$ cat config.mk
export PLATFORM = sky130hd
export DESIGN_NAME = fetch_queue
export DESIGN_NICKNAME = d
export VERILOG_FILES = /design/src/rtl/fetch_queue.sv
export SDC_FILE = /design/constraint.sdc
export NUM_CORES = 1
export LEC_CHECK = 0
export CAP_MARGIN = 40
export CELL_PAD_IN_SITES_DETAIL_PLACEMENT = 0
export CELL_PAD_IN_SITES_GLOBAL_PLACEMENT = 1
export CORE_ASPECT_RATIO = 1.5
export CORE_UTILIZATION = 52
export DETAILED_ROUTE_END_ITERATION = 7
export GPL_ROUTABILITY_DRIVEN = 0
export HOLD_SLACK_MARGIN = 0.1
export PLACE_DENSITY_LB_ADDON = 0.1
export SETUP_SLACK_MARGIN = 0.02
export SLEW_MARGIN = 20
export SYNTH_ARGS = -nofsm -noshare
export SYNTH_HDL_FRONTEND = slang
export SYNTH_SLANG_ARGS = --single-unit
$ cat constraint.sdc
create_clock -name clk -period 18.9 [get_ports clk]
set_input_delay 3.78 -clock clk [delete_from_list [all_inputs] [get_ports clk]]
set_output_delay 3.78 -clock clk [all_outputs]
set_load 0.02 [all_outputs]
$ cat src/rtl/fetch_queue.sv
// Instruction fetch queue between the I-cache response and dual-issue decode.
// Circular buffer of {pc, inst}; accepts up to two slots per cycle and presents the two oldest.
module fetch_queue #(
    parameter int unsigned DEPTH = 8,
    localparam int unsigned PTR_BITS = $clog2(DEPTH)
) (
    input  logic                clk,
    input  logic                resetn,
    input  logic                flush,
    input  logic                in_valid,
    input  logic [1:0]          in_mask,
    input  logic [31:0]         in_pc,
    input  logic [63:0]         in_data,
    output logic                in_ready,
    output logic [1:0]          out_valid,
    output logic [31:0]         out_inst0,
    output logic [31:0]         out_pc0,
    output logic [31:0]         out_inst1,
    output logic [31:0]         out_pc1,
    input  logic [1:0]          out_accept,
    output logic [PTR_BITS:0]   count
);

    typedef logic [PTR_BITS:0]   cnt_t;
    typedef logic [PTR_BITS-1:0] ptr_t;

    localparam cnt_t DepthCnt = cnt_t'(DEPTH);
    localparam cnt_t RoomMax  = cnt_t'(DEPTH - 2);

    logic [31:0] pc_q   [DEPTH];
    logic [31:0] inst_q [DEPTH];

    ptr_t head_q, head_d, tail_q, tail_d;
    ptr_t head_p1, tail_p1;
    cnt_t count_q, count_d;

    logic       push;
    logic [1:0] npush, npop, acc;

    assign head_p1 = head_q + ptr_t'(1);
    assign tail_p1 = tail_q + ptr_t'(1);

    // Admission looks only at registered occupancy; same-cycle pops never free space.
    assign in_ready  = resetn && (count_q <= RoomMax);
    assign out_valid = resetn ? {count_q > cnt_t'(1), count_q != '0} : 2'b00;

    assign out_pc0   = pc_q[head_q];
    assign out_inst0 = inst_q[head_q];
    assign out_pc1   = pc_q[head_p1];
    assign out_inst1 = inst_q[head_p1];
    assign count     = count_q;

    assign push  = in_valid & in_ready & ~flush;
    assign npush = {1'b0, in_mask[0]} + {1'b0, in_mask[1]};
    assign acc   = out_accept & out_valid;
    assign npop  = flush ? 2'd0 : ({1'b0, acc[0]} + {1'b0, acc[1]});

    always_comb begin
        head_d  = head_q;
        tail_d  = tail_q;
        count_d = count_q;
        if (flush) begin
            head_d  = '0;
            tail_d  = '0;
            count_d = '0;
        end else begin
            head_d  = head_q + ptr_t'(npop);
            tail_d  = tail_q + (push ? ptr_t'(npush) : ptr_t'(0));
            count_d = count_q + (push ? cnt_t'(npush) : cnt_t'(0)) - cnt_t'(npop);
        end
    end

    always_ff @(posedge clk) begin
        if (!resetn) begin
            head_q  <= '0;
            tail_q  <= '0;
            count_q <= '0;
        end else begin
            head_q  <= head_d;
            tail_q  <= tail_d;
            count_q <= count_d;
        end
    end

    // Entry storage is not reset; contents are meaningless until written.
    always_ff @(posedge clk) begin
        if (push) begin
            pc_q[tail_q]   <= in_pc;
            inst_q[tail_q] <= in_data[31:0];
            if (in_mask[1]) begin
                pc_q[tail_p1]   <= in_pc + 32'd4;
                inst_q[tail_p1] <= in_data[63:32];
            end
        end
    end

    assert property (@(posedge clk) disable iff (!resetn)
        (count_q == {1'b0, tail_q - head_q}) || (count_q == DepthCnt && tail_q == head_q));
    assert property (@(posedge clk) disable iff (!resetn) count_q <= DepthCnt);
    assert property (@(posedge clk) disable iff (!resetn) cnt_t'(npop) <= count_q);

endmodule

==> flow_summary.rst <==
.. list-table::
   :header-rows: 1

   * - Metric
     - Value
   * - Run status
     - complete, no violations
   * - Count of buffers from port buffering
     - 238
   * - Sw Pwr
     - between 0.0005 and 0.0006 W
   * - Post-synthesis instance area
     - 30900 um2
   * - Number of buffers added by the clock tree synthesis step
     - 51
   * - Hold violation total from the final report
     - 0
   * - Max Transition Viols Final
     - 0
   * - Highest ir drop seen on vdd
     - 0.0000658 V
   * - Floorplan die width
     - 201 um
   * - Clock Latency Late Sink
     - 0.60 ns
   * - Total overflow reported by the global router
     - 0
   * - Fraction of final layout cells with drive strength greater than 1
     - 21.0%
   * - Path class of the lowest-slack min-delay path
     - reg2reg
   * - Setup tns final
     - 0 ns
   * - Total nets after synthesis
     - 2684
   * - Top library cells by usage in the layout, fill and taps aside
     - nand2_1 (851), edfxtp_1 (512), mux4_2 (256)
   * - H-Tree Depth
     - 2
   * - Routed wire length per instance
     - about 26 um
   * - Final #Nets
     - about 2800
   * - Critical Path AT
     - between 5 and 6 ns
   * - Largest net degree at the start of global routing
     - 52
   * - Setup repair after global routing missed its margin
     - no
   * - Leakage power of the design
     - 12.4 nW
   * - Area of the die
     - a little over 60000 um2
   * - CTS tree
     - done
   * - Internal power contribution
     - 0.00197 W
   * - Post-synth EDFFs
     - approximately 510
   * - Post-route minimum period
     - 9.37 ns
   * - Start-to-end type of the worst setup path
     - in2out
   * - Violation count after the first detailed-route iteration
     - 1823
   * - Maximum buffer depth of the clock tree
     - 3
   * - Length of the first detailed-routing pass in iterations
     - 5
   * - Share of the clock period used by the worst path after layout
     - between 40% and 50%
   * - Worst rel slew slack
     - 41.7%
   * - Routed Antenna Nets
     - 0
   * - Switching part of the total
     - 22.7%
   * - Via-to-Cell Ratio
     - approximately 6
   * - Combinational power share
     - 8.8%
   * - Number of instances in the synthesized netlist
     - 2563
   * - Flop pwr share
     - 50.6%
   * - Floorplan row count
     - 109
   * - Setup Fix Bufs, Post-CTS
     - 0
   * - Capturing instance or port of the critical path
     - in_ready
   * - Startpoint of the most critical setup path
     - resetn
   * - DP Wirelength
     - ~55 mm
   * - Core outline area
     - between 50000 and 60000 um2
   * - Endpoint kind of the worst setup timing path
     - output pin
   * - Max cap viols
     - 0
   * - Number of storage elements in the synthesis netlist
     - 522
   * - Area grow syn2layout
     - 15.7%
   * - Cell at the root of the clock tree
     - clkbuf_16
   * - DIE HEIGHT
     - 301 um
   * - Startpoint of the worst register-to-register path
     - count[3]$_SDFF_PP0_
   * - Vias in the first global route
     - 22000
   * - Top-level I/O count
     - 239
   * - Starting utilization of the core area
     - between 50% and 60%
   * - Clock transition at the register clock pins on the worst setup and hold paths after CTS
     - 0.06 ns
   * - Overall track demand over capacity in global routing
     - between 30% and 40%
   * - Commonest non-fill, non-tap cell in the layout
     - nand2_1
   * - Initial antenna violation count
     - 11
   * - Number of different library cells in the post-synthesis netlist
     - 46
   * - DRC
     - 0
   * - Top post-synthesis cells by area
     - edfxtp_1 (50%), mux4_2 (19%), nand2_1 (10%), xor2_1 (4.7%), mux2_2 (4.7%)
   * - Finished Core Util
     - 60.8%
   * - Nature of the critical path startpoint
     - input port
   * - DRT Wirelength
     - 92.1 mm
   * - Number of warning messages in the yosys log
     - 0
   * - Total via count after detailed routing
     - between 20000 and 25000
   * - Worst Skew
     - between 0.02 and 0.03 ns
   * - Maximum fanout along the worst path
     - 21
   * - Commonest register cell after synthesis
     - edfxtp_1
   * - Share of power burned in the clock network
     - 40.6%
   * - Worst-case register-to-register setup slack
     - 15.32 ns
   * - Area fraction of the dominant cell type after synthesis
     - 49.7%
   * - Library cell with the largest summed area after synthesis
     - edfxtp_1
   * - Power Density
     - 71.1 nW/um2
   * - Count of hold-fix buffers inserted at cts
     - 0
   * - Worst Path Required
     - 15.12 ns
   * - Mean instance size in the synthesized netlist
     - 12.1 um2
   * - Fmax achieved
     - 107 MHz
   * - Wire length of the first global-routing pass
     - approximately 140 mm
   * - Least-Margin Pin Slew
     - 0.867 ns
   * - FFs w/ async S/R, synth
     - 0%
   * - Reg-to-reg critical path endpoint
     - pc_q[1][28]$_DFFE_PP_
   * - Cts repair resizes
     - 0
   * - Final setup violating endpoints
     - 0
   * - Clk sinks
     - ~520
   * - Sequential share of the synthesized area
     - 50.3%
   * - Worst Reg2Reg Path Length in Cells
     - 8
area by class of cell:
cell class / instances / area, um2
antenna: 3 / 7.51
clock buffer: 63 / 1360
clock inverter: 32 / 298
fill: 4688 / 23100
inverter: 12 / 45.0
multi-input combinational: 1769 / 14300
sequential: 522 / 15600
tap: 777 / 972
timing repair buffer: 304 / 3280
layer usage:
metal	vias up	track usage (%)	share of wire, %
li1	9225	-	-
met1	10600	38.5	38
met2	997	53.4	51
met3	214	4.75	7.6
met4	16	12.0	3.5
met5	-	0	0.12
critical path: stages:
cell	delay, ns
clkdlybuf4s50_1	0.51
inv_1	0.10
a311oi_2	0.23
buf_4	0.30
clkdlybuf4s50_1	0.66
kinds of logic (layout without fill, tap and decap cells):
family,Yosys count,count (layout),synth area share [%]
AO/OA/AOI/OAI,14,14,0.279
XOR/XNOR,238,238,6.74
adder cells (fa/ha/maj),17,17,0.785
buffers and inverters,272,411,4.19
flip-flops,522,522,50.3
multiplexers,384,384,23.3
other,0,3,0
AND/OR/NAND/NOR,1116,1116,14.4
worst min-delay path by stage:
stage / start / to / slack, ns / depth (start not counted)
finish: tail_q[2]$_SDFF_PP0_ / tail_q[2]$_SDFF_PP0_ / 0.69 / 2
floorplan: head_q[0]$_SDFF_PP0_ / head_q[0]$_SDFF_PP0_ / 0.58 / 2
CTS: tail_q[2]$_SDFF_PP0_ / tail_q[2]$_SDFF_PP0_ / 0.69 / 2
global route: count[0]$_SDFF_PP0_ / count[0]$_SDFF_PP0_ / 0.75 / 2
global placement: tail_q[2]$_SDFF_PP0_ / tail_q[2]$_SDFF_PP0_ / 0.66 / 2
detailed placement: tail_q[2]$_SDFF_PP0_ / tail_q[2]$_SDFF_PP0_ / 0.68 / 2
state kept, by name, indices dropped and copies added, names as in the netlist:
signal	count
tail_q	3
inst_q	256
count	4
pc_q	256
head_q	3
power groups by stage:
stage	Sequential (W)	Combinational [W]	Clock, W
floorplan	0.00131	0.000145	0
global placement	0.00131	0.000216	0
finish	0.00129	0.000224	0.00103
global route	0.00129	0.000242	0.00108
CTS	0.00129	0.000224	0.00104
detailed placement	0.00131	0.000223	0
through the flow:
step           worst slack (ns)  cells  area (um2)  hold WS (ns)  power [W]
2_1_floorplan              8.80   2563       30900         0.578    0.00146
3_3_place_gp               9.56   3362       33600         0.665    0.00153
3_5_place_dp               9.54   3380       34100         0.675    0.00153
4_1_cts                    9.54   3475       35700         0.689    0.00256
5_1_grt                    9.44   3482       35800         0.746    0.00261
6_report                   9.53   3482       35800         0.692    0.00254
synthesized netlist by cell type, types with 9 or more instances:
cell type and count:
inv_1 11, nand3_1 21, buf_4 54, mux2_2 128
nor2_1 178, buf_1 38, xor2_1 167, ha_1 13
dfxtp_1 10, edfxtp_1 512, nand4_1 9, mux4_2 256
buf_2 46, xnor2_1 71, clkbuf_1 120, nand2_1 851
Note: power is estimated with default switching activity, not from simulation.
